===== src/rtl/traffic_light_pkg.sv =====
// Shared types and constants for the two-road signal controller.
// Lamp vectors are {R,Y,G}; road A occupies the upper three bits.
package traffic_light_pkg;

   typedef enum logic [2:0] {
      A_GREEN  = 3'd0,
      A_YELLOW = 3'd1,
      AB_RED   = 3'd2,
      B_GREEN  = 3'd3,
      B_YELLOW = 3'd4,
      BA_RED   = 3'd5
   } tl_state_e;

   localparam logic [2:0] LAMP_R = 3'b100;
   localparam logic [2:0] LAMP_Y = 3'b010;
   localparam logic [2:0] LAMP_G = 3'b001;

   localparam logic [5:0] LAMPS_A_GREEN  = {LAMP_G, LAMP_R};
   localparam logic [5:0] LAMPS_A_YELLOW = {LAMP_Y, LAMP_R};
   localparam logic [5:0] LAMPS_ALL_RED  = {LAMP_R, LAMP_R};
   localparam logic [5:0] LAMPS_B_GREEN  = {LAMP_R, LAMP_G};
   localparam logic [5:0] LAMPS_B_YELLOW = {LAMP_R, LAMP_Y};

   function automatic int tl_timer_w(
      input int g,
      input int y,
      input int a
   );
      int m;
      m = g;
      if (y > m) m = y;
      if (a > m) m = a;
      return $clog2(m + 1);
   endfunction

endpackage


===== src/rtl/tl_phase_timer.sv =====
// Saturating phase counter; cleared on the edge that changes state.
module tl_phase_timer
   import traffic_light_pkg::*;
#(
   parameter int W = 4
) (
   input  logic         clk,
   input  logic         rst_n,
   input  logic         i_clr,
   output logic [W-1:0] o_count
);

   logic [W-1:0] r_count;

   always_ff @(posedge clk or negedge rst_n) begin
      if (!rst_n) begin
         r_count <= '0;
      end else if (i_clr) begin
         r_count <= '0;
      end else if (r_count != '1) begin
         r_count <= r_count + 1'b1;
      end
   end

   assign o_count = r_count;

endmodule


===== src/rtl/traffic_light_controller.sv =====
// Two-road intersection controller: A rests green, B served on request.
// Lamps decode from the state register only.
module traffic_light_controller
   import traffic_light_pkg::*;
#(
   parameter int GREEN_MIN    = 8,
   parameter int YELLOW_TIME  = 3,
   parameter int ALL_RED_TIME = 1
) (
   input  logic clk,
   input  logic reset,
   input  logic Sa,
   input  logic Sb,
   output logic Ra,
   output logic Ya,
   output logic Ga,
   output logic Rb,
   output logic Yb,
   output logic Gb
);

   localparam int TW =
      tl_timer_w(GREEN_MIN, YELLOW_TIME, ALL_RED_TIME);

   localparam logic [TW-1:0] T_GREEN  = TW'(GREEN_MIN - 1);
   localparam logic [TW-1:0] T_YELLOW = TW'(YELLOW_TIME - 1);
   localparam logic [TW-1:0] T_RED    = TW'(ALL_RED_TIME - 1);

   tl_state_e     r_state;
   tl_state_e     w_next;
   logic [TW-1:0] w_t;
   logic          r_req_a;
   logic          r_req_b;
   logic          w_set_a;
   logic          w_set_b;
   logic          w_clr_a;
   logic          w_clr_b;
   logic [5:0]    w_lamps;

   tl_phase_timer #(
      .W (TW)
   ) u_timer (
      .clk     (clk),
      .rst_n   (reset),
      .i_clr   (w_next != r_state),
      .o_count (w_t)
   );

   always_ff @(posedge clk or negedge reset) begin
      if (!reset) begin
         r_state <= A_GREEN;
      end else begin
         r_state <= w_next;
      end
   end

   // A request only latches for the road that is not green or next green.
   assign w_set_a = Sa &&
      (r_state inside {B_GREEN, A_YELLOW, AB_RED});
   assign w_set_b = Sb &&
      (r_state inside {A_GREEN, B_YELLOW, BA_RED});
   assign w_clr_a = (r_state == BA_RED) && (w_next == A_GREEN);
   assign w_clr_b = (r_state == AB_RED) && (w_next == B_GREEN);

   always_ff @(posedge clk or negedge reset) begin
      if (!reset) begin
         r_req_a <= 1'b0;
         r_req_b <= 1'b0;
      end else begin
         r_req_a <= w_clr_a ? 1'b0 : (r_req_a | w_set_a);
         r_req_b <= w_clr_b ? 1'b0 : (r_req_b | w_set_b);
      end
   end

   always_comb begin
      w_next = r_state;
      unique case (r_state)
         A_GREEN:
            if (w_t >= T_GREEN && (r_req_b || Sb))
               w_next = A_YELLOW;
         A_YELLOW:
            if (w_t == T_YELLOW) w_next = AB_RED;
         AB_RED:
            if (w_t == T_RED) w_next = B_GREEN;
         B_GREEN:
            if (w_t >= T_GREEN && (r_req_a || Sa))
               w_next = B_YELLOW;
         B_YELLOW:
            if (w_t == T_YELLOW) w_next = BA_RED;
         BA_RED:
            if (w_t == T_RED) w_next = A_GREEN;
         default:
            w_next = A_GREEN;
      endcase
   end

   always_comb begin
      w_lamps = LAMPS_ALL_RED;
      unique case (r_state)
         A_GREEN:  w_lamps = LAMPS_A_GREEN;
         A_YELLOW: w_lamps = LAMPS_A_YELLOW;
         AB_RED:   w_lamps = LAMPS_ALL_RED;
         B_GREEN:  w_lamps = LAMPS_B_GREEN;
         B_YELLOW: w_lamps = LAMPS_B_YELLOW;
         BA_RED:   w_lamps = LAMPS_ALL_RED;
         default:  w_lamps = LAMPS_ALL_RED;
      endcase
   end

   assign {Ra, Ya, Ga, Rb, Yb, Gb} = w_lamps;

endmodule


===== config.mk =====
export PLATFORM = sky130hd
export DESIGN_NAME = traffic_light_controller
export DESIGN_NICKNAME = d
export VERILOG_FILES = /design/src/rtl/traffic_light_pkg.sv /design/src/rtl/tl_phase_timer.sv /design/src/rtl/traffic_light_controller.sv
export SDC_FILE = /design/constraint.sdc
export NUM_CORES = 1
export LEC_CHECK = 0
export ABC_AREA = 1
export CORE_AREA = 2 2 39 41
export CTS_CLUSTER_SIZE = 8
export DETAILED_ROUTE_END_ITERATION = 12
export DIE_AREA = 0 0 41 43
export MAX_ROUTING_LAYER = met4
export PLACE_DENSITY = 0.69
export SLEW_MARGIN = 20
export SYNTH_ARGS = -nofsm -noshare
export SYNTH_HDL_FRONTEND = slang
export SYNTH_SLANG_ARGS = --single-unit

===== constraint.sdc =====
create_clock -name clk -period 3.1 [get_ports clk]
set_input_delay 0.775 -clock clk [delete_from_list [all_inputs] [get_ports clk]]
set_output_delay 0.775 -clock clk [all_outputs]
set_load 0.02 [all_outputs]

==> results of run 1 <==
## layout by cell type (no fill, tap or decap)
cell / count
a21oi_1: 3
clkbuf_1: 1
clkbuf_4: 3
clkdlybuf4s50_1: 9
dfrtp_1: 9
ha_1: 3
inv_1: 21
inv_2: 1
nand2_1: 22
nand2_2: 1
nand3_1: 7
nor2_1: 11
nor2_2: 4
nor3_1: 1
o21a_1: 1
o21ai_0: 2
o21bai_1: 1
o22ai_1: 1
o311a_1: 1
or2_2: 1
xor2_1: 1
## flip-flops by register name, indices dropped and copies added (netlist names)
register and flops:
r_state 3, u_timer.o_count 4, r_req_b 1, r_req_a 1
## routing by layer
metal,vias to the layer above,global-route usage,routed length [µm]
met5,-,-,0
met1,262,0.194,489
met4,0,0.120,23
met2,11,0.269,578
met3,4,0.0471,51
li1,301,-,-
## path summary, 6_finish.rpt
check                      slack [ps]                from  cells after the start            endpoint
setup / recovery                  700          r_state[2]                      3                  Yb
hold / removal                    510             r_req_a                      2             r_req_a
setup reg to reg                 1670  u_timer.o_count[0]                     10  u_timer.o_count[2]
hold reg to reg                   510             r_req_a                      2             r_req_a
max in group asynchronous        1990               reset                      1  u_timer.o_count[1]
min in group asynchronous         810               reset                      1             r_req_b
## where the power goes
group | switching, mW | internal, mW
clock | 0.0421 | 0.0497
combinational | 0.226 | 0.162
sequential | 0.0408 | 0.159
total | 0.309 | 0.371
## Yosys cell counts (2+ instances only)
library cell | instances | area share
a21oi_1 | 3 | 0.025
o21ai_0 | 2 | 0.016
dfrtp_1 | 9 | 0.37
ha_1 | 3 | 0.061
nand2_1 | 22 | 0.13
nor2_1 | 11 | 0.067
inv_1 | 21 | 0.13
nand3_1 | 7 | 0.057
nor2_2 | 4 | 0.041
## final cells by class
type / instances / area [µm²]
clock buffer: 4 / 26.3
fill: 145 / 636
inverter: 22 / 82.6
multi-input combinational: 60 / 304
sequential: 9 / 225
tap: 16 / 20.0
timing repair buffer: 9 / 90.1
## cell families (layout without fill, tap and decap cells)
| group | after synthesis | count (layout) | share of synthesized area |
|---|---|---|---|
| AND/OR/NAND/NOR | 47 | 47 | 0.329 |
| buffers and inverters | 22 | 35 | 0.135 |
| AO/OA/AOI/OAI | 9 | 9 | 0.0920 |
| flip-flops | 9 | 9 | 0.368 |
| adder cells (fa/ha/maj) | 3 | 3 | 0.0614 |
| XOR/XNOR | 1 | 1 | 0.0143 |
## critical path: cells and delay by family, from the launching register on
kind | cells | cell delay [ps]
AND/OR/NAND/NOR | 2 | 290
buffers and inverters | 1 | 620
flip-flops | 1 | 450
==> metrics.yaml, run 1 <==
worst_setup_path:
  cp_cell_sequence: "nand2_1 > nor2_2 > clkdlybuf4s50_1"
  path_max_fanout: 6
  cp-end-kind: "primary output"
  cpMaxStageDelayCell: "clkdlybuf4s50_1"
  slowest_delay_ps: 620
  cp-start-kind: "flop"
  crit_type: "flop to primary output"
  arrival_ps: 1630
  crit_required_ps: 2320
clocking:
  htree_levels: 1
  cts_max_path_buffers: 2
  numCtsBuffers: 3
  path_clk_slew_ps: 60
  clkSinkCount: 9
  root_buffer: "clkbuf_4"
  tritoncts: "built"
  cts_hold_buffers: 0
  cts.repair.resized: 0
  clkLatencyLatePin_ps: 260
  cts_setup_buffers: 0
power:
  power_density_nw_per_um2: 909
  leakage_nw: 0.405
  power.total_uw: 680
  ir_worst_vdd_uv: 442
route:
  wl_um: 1140
  drc_errors: 0
  drt_first_pass_iters: 4
  wl_per_cell_um: 9.53
  viasPerCell: 4.82
  drt_iter0_drc: 7
  antenna_left: 0
  vias: 578
timing:
  drv_slew: 0
  setup_viol: 0
  final.period_utilization: 0.775
  timing.final.hold_violations: 0
  tns_ps: 0
  rsz0062_at_grt: "false"
  finClkSkew_ps: 4.26
  fmax_mhz: 416
  holdWs_ps: 514
  fin_crit_ps: 2400
  worst_slack_ps: 697
  relSlewSlack: 0.717
  tightest_slew_ps: 423
placement:
  dpl-instance-area_um2: 722
  dp_cells: 116
  gp_congestion: 0.755
  place_hpwl_um: 920
  port_buffers: 9
  pre_cts_ws_ps: 983
yosys:
  synth_edf_count: 0
  synth_cell_types: 18
  yosysWarnings: 0
  syn_nets: 98
  ys_ff_latch: 9
  seq_area_frac_synth: 0.368
  syn-cell-area_um2: 612
  synth-main-ff-cell: "dfrtp_1"
  avgSynthCellArea_um2: 6.72
  ys_async_sr_fraction: 1.00
  netlist_instances: 91
floorplan:
  num_rows: 14
  core_area_um2: 1380
  die_w_um: 41
  initial_utilization: 0.442
  dieArea_um2: 1760
  die-height_um: 43
  boundaryPins: 10
grt:
  grt_pass1_wl_um: 1950
  grt_overflow: 0
  antenna_found_initial: 0
  grt_max_degree: 10
  grt_pass1_vias: 505
  grt_util_all_layers: 0.178
job:
  drv_cap: 0
final_layout:
  stdcell_area_um2: 748
  final_nets: 112
  layout-drive-gt1-share: 0.0962
  antenna_cells: 0
  fin_util: 0.541
  layout.cells.non_filler: 120
  area_delta_synth_final_pct: 22.3
worst_hold_path:
  hold_path.class: "flop to flop"
run_status:
  outcome: "finished, final reports clean"
Power figures use the tool's default switching activity.
==> run 2, diff against run 1 <==
Settings changed: CORE_AREA 2 2 39 41 to default, CORE_UTILIZATION from default to 45, DIE_AREA 0 0 41 43 to default, PLACE_DENSITY 0.69 to 0.71.
Clock period 3.1 ns to 2.05 ns, I/O delays scaled along.
==> run 2 against run 1 <==
  * Worst setup slack worse by 590 ps
  * Final cell count is 1.7% lower
  * Critical path type unchanged
  * Power is 47% higher
  * Highest routed layer unchanged
==> metrics.yaml, run 2 (synthesis results as in run 1) <==
timing:
  setup_viol: 0  # unchanged
  tightest_slew_ps: 395  # -28.0 ps
  finClkSkew_ps: 0.462  # -3.80 ps
  rsz0062_at_grt: "false"
  fin_crit_ps: 1940
  final.period_utilization: 0.948
  timing.final.hold_violations: 0  # unchanged
  relSlewSlack: 0.736  # +0.0187
  tns_ps: 0  # unchanged
  drv_slew: 0  # unchanged
  fmax_mhz: 514
placement:
  place_hpwl_um: 971  # +5.6%
  gp_congestion: 0.819  # +8.5%
  dp_cells: 114  # -1.7%
  port_buffers: 9  # unchanged
worst_setup_path:
  crit_required_ps: 1540  # -780 ps
  cp-start-kind: "flop"
  regToRegSetupSlack_ps: 570  # -1100 ps
  path_max_fanout: 6  # unchanged
  cpMaxStageDelayCell: "clkdlybuf4s50_1"
  cp-end-kind: "primary output"
  crit_type: "flop to primary output"
  arrival_ps: 1430  # -200 ps
  worstRegToRegCells: 10  # unchanged
  slowest_delay_ps: 530  # -90 ps
  cp_cell_sequence: "nor2_1 > inv_1 > clkdlybuf4s50_1"
  worstReg2RegEnd: "u_timer.o_count[2]"
  r2r_start: "u_timer.o_count[0]"
worst_hold_path:
  hold_start: "r_req_a"
  hold_path.class: "flop to flop"
  worstHoldPathCells: 2  # unchanged
  worstHoldEndpoint: "r_req_a"
route:
  wl_um: 1170  # +1.9%
  drt_iter0_drc: 19  # +12
  drc_errors: 0  # unchanged
  antenna_left: 0  # unchanged
  drt_first_pass_iters: 5  # +1
  wl_per_cell_um: 9.87  # +3.7%
  viasPerCell: 4.81  # about the same
  vias: 568  # -1.7%
clocking:
  htree_levels: 1  # unchanged
  clkSinkCount: 9  # unchanged
  path_clk_slew_ps: 60  # about the same
  cts_max_path_buffers: 2  # unchanged
  clkLatencyLatePin_ps: 250  # about the same
  root_buffer: "clkbuf_4"
  cts_hold_buffers: 0  # unchanged
  numCtsBuffers: 3  # unchanged
  cts_setup_buffers: 0  # unchanged
  tritoncts: "built"
grt:
  grt_pass1_vias: 517  # +2.4%
  grt_pass1_wl_um: 2180  # +12%
  grt_util_all_layers: 0.232  # +0.0541
  grt_max_degree: 10  # unchanged
  antenna_found_initial: 0  # unchanged
  grt_overflow: 0  # unchanged
floorplan:
  die-height_um: 38.9  # -9.6%
  num_rows: 12  # -2
  initial_utilization: 0.516  # +0.0737
  die_w_um: 38.9  # -5.2%
  dieArea_um2: 1510  # -14%
  boundaryPins: 10  # unchanged
  core_area_um2: 1190  # -14%
power:
  power.total_uw: 998  # +47%
  ir_worst_vdd_uv: 779  # +77%
  leakage_nw: 0.419  # +3.4%
  power_density_nw_per_um2: 1350  # +48%
run_status:
  outcome: "finished, final reports clean"
final_layout:
  antenna_cells: 0  # unchanged
  layout.cells.non_filler: 118  # -1.7%
  area_delta_synth_final_pct: 21.3
  largest_reg_flops: 4  # unchanged
  layout_commonest_cell: "nand2_1"
  layout_common_cells: "nand2_1, inv_1, nor2_1, dfrtp_1, nand3_1"
  layout-drive-gt1-share: 0.115  # +0.0192
  final_nets: 112  # unchanged
job:
  drv_cap: 0  # unchanged
[run 2: per-stage QoR]
step           cell area, µm²  hold WS, ps  worst slack (ps)  utilization
5_1_grt                   742          567              19.0        0.626
3_5_place_dp              719          512               154        0.607
4_1_cts                   741          528              55.8        0.624
2_1_floorplan             612          217               564            -
3_3_place_gp              719          488               154        0.607
6_report                  742          520               106        0.626
[run 2: what timing repair did]
item / CTS / global route
gates resized for setup: 5 / 1
endpoints found under the setup margin: 5 / 1
pin swaps: 0 / 0
[run 2: how the worst max path moves through the flow]
stage               start  to  slack (ps)  depth (start not counted)
6_report       r_state[2]  Ra         110                          3
3_5_place_dp   r_state[1]  Yb         150                          4
3_3_place_gp   r_state[1]  Yb         150                          4
4_1_cts        r_state[2]  Ra          60                          3
2_1_floorplan  r_state[1]  Rb         560                          4
5_1_grt        r_state[1]  Ra          20                          3
[run 2: final cells by class]
| cell class | instances | area, µm² |
|---|---|---|
| clock buffer | 3 | 22.5 |
| inverter | 22 | 82.6 |
| clock inverter | 1 | 5.00 |
| sequential | 9 | 226 |
| tap | 14 | 17.5 |
| multi-input combinational | 60 | 304 |
| fill | 112 | 444 |
| timing repair buffer | 9 | 83.8 |
[run 2: report_power, final]
part           switching, mW  internal (mW)
Clock                 0.0615         0.0719
Combinational          0.342          0.218
Sequential            0.0642          0.241
[run 2: critical path: cells and delay by family (launching register included)]
family	cells	cell delay [ps]
simple gates	1	130
flops	1	450
buf+inv	2	590
[run 2: layer usage]
layer | up-vias | GRT usage | part of all wire
met5 | - | - | 0
met4 | 0 | 0.181 | 0.022
met3 | 2 | 0.0347 | 0.043
met2 | 15 | 0.304 | 0.42
met1 | 251 | 0.316 | 0.52
li1 | 300 | - | -
==> run 3, diff against run 2 <==
Settings changed: CORE_AREA from default to 2 2 39 41, CORE_UTILIZATION 45 to default, DIE_AREA from default to 0 0 41 43, PLACE_DENSITY 0.71 to 0.69.
Clock period 2.05 ns to 2.4 ns, I/O delays scaled along.
==> results of run 3 <==
The final DEF is identical to that of run 1. Status: finished, final reports clean.
Main changes from that run: setup slack after placement 983 ps -> 458 ps; setup slack after layout 697 ps -> 172 ps; register-to-register setup slack 1670 ps -> 970 ps; total power 0.680 mW -> 0.878 mW; worst IR drop on VDD 442 µV -> 570 µV
==> edit (flow settings as in run 2) <==
Set the parameter `GREEN_MIN` to 4 (it was 8).
--- a/src/rtl/traffic_light_controller.sv
+++ b/src/rtl/traffic_light_controller.sv
@@ -4,5 +4,5 @@
    import traffic_light_pkg::*;
 #(
-   parameter int GREEN_MIN    = 8,
+   parameter int GREEN_MIN    = 4,
    parameter int YELLOW_TIME  = 3,
    parameter int ALL_RED_TIME = 1
Function: changed (a bounded check fails within 10 cycles, from zero or initial values and one cycle with reset low).
==> edit against run 2 <==
Sequential cell count down 1; combinational power down 5.2%; first-iteration DRC count down 26%; area after synthesis down 2.9%; wire length down 0.52%; die area down 2.7%; sequential share of layout area down 2.3 points; final cell count down 7.6%; register-to-register slack worse by 0.28 ns; clock skew up 0.0028 ns; worst setup slack worse by 0.030 ns; cell area down 3.9%; total power down 6.8%; largest power group unchanged.
==> edit: results (changes against run 2) <==
status - finished clean (unchanged)
Distinct cells, synth - 20 (was 18)
first-pass GRT wire length - 2010 um (was 2180 um)
synthesized area per cell - 7.08 sq um (was 6.72 sq um)
worst slew pin tran - 0.356 ns (was 0.395 ns)
Worst R2R Path Depth - 12 (was 10)
fillcell total - 116 (was 112)
Met2 Routed Length - 543 um (was 487 um)
largest net degree at the start of global routing - 9 (was 10)
via/cell ratio - 4.88 (was 4.81)
inverters - 16 (was 22)
Die W - 38.3 um (was 38.9 um)
post-CTS setup buffers - 0 (unchanged)
Pint - 483 uW (was 531 uW)
Fmax achieved - 507 MHz (was 514 MHz)
primary flip-flop cell chosen by synthesis mapping - dfrtp_1 (unchanged)
compound-gate portion of the synthesized area - 0.0779 (was 0.0920)
Synth top area share - 0.337 (was 0.368)
NonClk Buf Share - 0.118 (was 0.113)
synthesized flop and latch total - 8 (was 9)
number of global-route vias before repair - 488 (was 517)
Synthesized Nets - 93 (was 98)
CP peak stage delay - 0.60 ns (was 0.53 ns)
wire length on met3 - 48 um (was 50 um)
top routing layer in use - met3 (was met4)
area delta synth->final - 20.0% (was 21.3%)
Synth Area in Adders - 0.105 (was 0.0613)
clk cell area share - 0.0316 (was 0.0371)
drt initial violations - 14 (was 19)
Final nets - 106 (was 112)
Peak VDD IR - 0.000758 V (was 0.000779 V)
# resized after CTS - 6 (was 5)
WP data arrival - 1.46 ns (was 1.43 ns)
synth warn - 0 (unchanged)
Area contributors post-synth - dfrtp_1 34%, nand2_1 11%, ha_1 11%, inv_1 8.8%, nor2_1 8.2% (was dfrtp_1 37%, nand2_1 13%, inv_1 13%, nor2_1 6.7%, ha_1 6.1%)
RePlAce Congestion - 0.794 (was 0.819)
Gate power share - 0.571 (was 0.560)
sequential share of the synthesized area - 0.337 (was 0.368)
multi-input combinational area share - 0.460 (was 0.410)
First-pass DRT Iterations - 4 (was 5)
XOR/XNOR Fraction of Synth Area - 0.0147 (was 0.0143)
comb_multi_in - 59 (was 60)
NetSw - 448 uW (was 468 uW)
RR Endpoint - u_timer.o_count[1]$_DFFE_PN0P_ (was u_timer.o_count[2]$_DFFE_PN0P_)
dpl hpwl - 944 um (was 971 um)
Placement Cell Area - 691 sq um (was 719 sq um)
final hold slack - 0.504 ns (was 0.520 ns)
Worst Skew - 0.00324 ns (was 0.000462 ns)
area taken by flip-flops and latches - 201 sq um (was 226 sq um)
wire length per cell - 10.6 um (was 9.87 um)
FF-to-FF setup slack - 0.29 ns (was 0.57 ns)
clock share of power - 0.128 (was 0.134)
Met1 Wirelength - 567 um (was 601 um)
[edit: changes by cell type after synthesis, moves of 2 or more]
cell / delta
ha_1: +2
nand2_1: -5
nor2_1: +2
inv_1: -7
nand2_2: +2
[edit: worst register-to-register path, stage by stage (launching register included)]
cell and delay (ns):
dfrtp_1 0.42, ha_1 0.24, ha_1 0.18, nor2_1 0.08, nand2_1 0.10, nand2_1 0.07, nor2_1 0.05, nor2_1 0.17
nand2_2 0.08, nand2_1 0.06, nand2_1 0.06, nand2_2 0.08, nor2_1 0.05
[edit: cell families after synthesis]
| group | after synthesis |
|---|---|
| flip-flops | 8 |
| adder cells (fa/ha/maj) | 5 |
| XOR/XNOR | 1 |
| buffers and inverters | 17 |
| AND/OR/NAND/NOR | 46 |
| AO/OA/AOI/OAI | 7 |
[edit: routing by layer]
| layer | GRT usage | up-vias |
|---|---|---|
| li1 | - | 280 |
| met1 | 0.270 | 238 |
| met2 | 0.318 | 14 |
| met3 | 0.0349 | 0 |
| met4 | 0.103 | 0 |
| met5 | - | - |
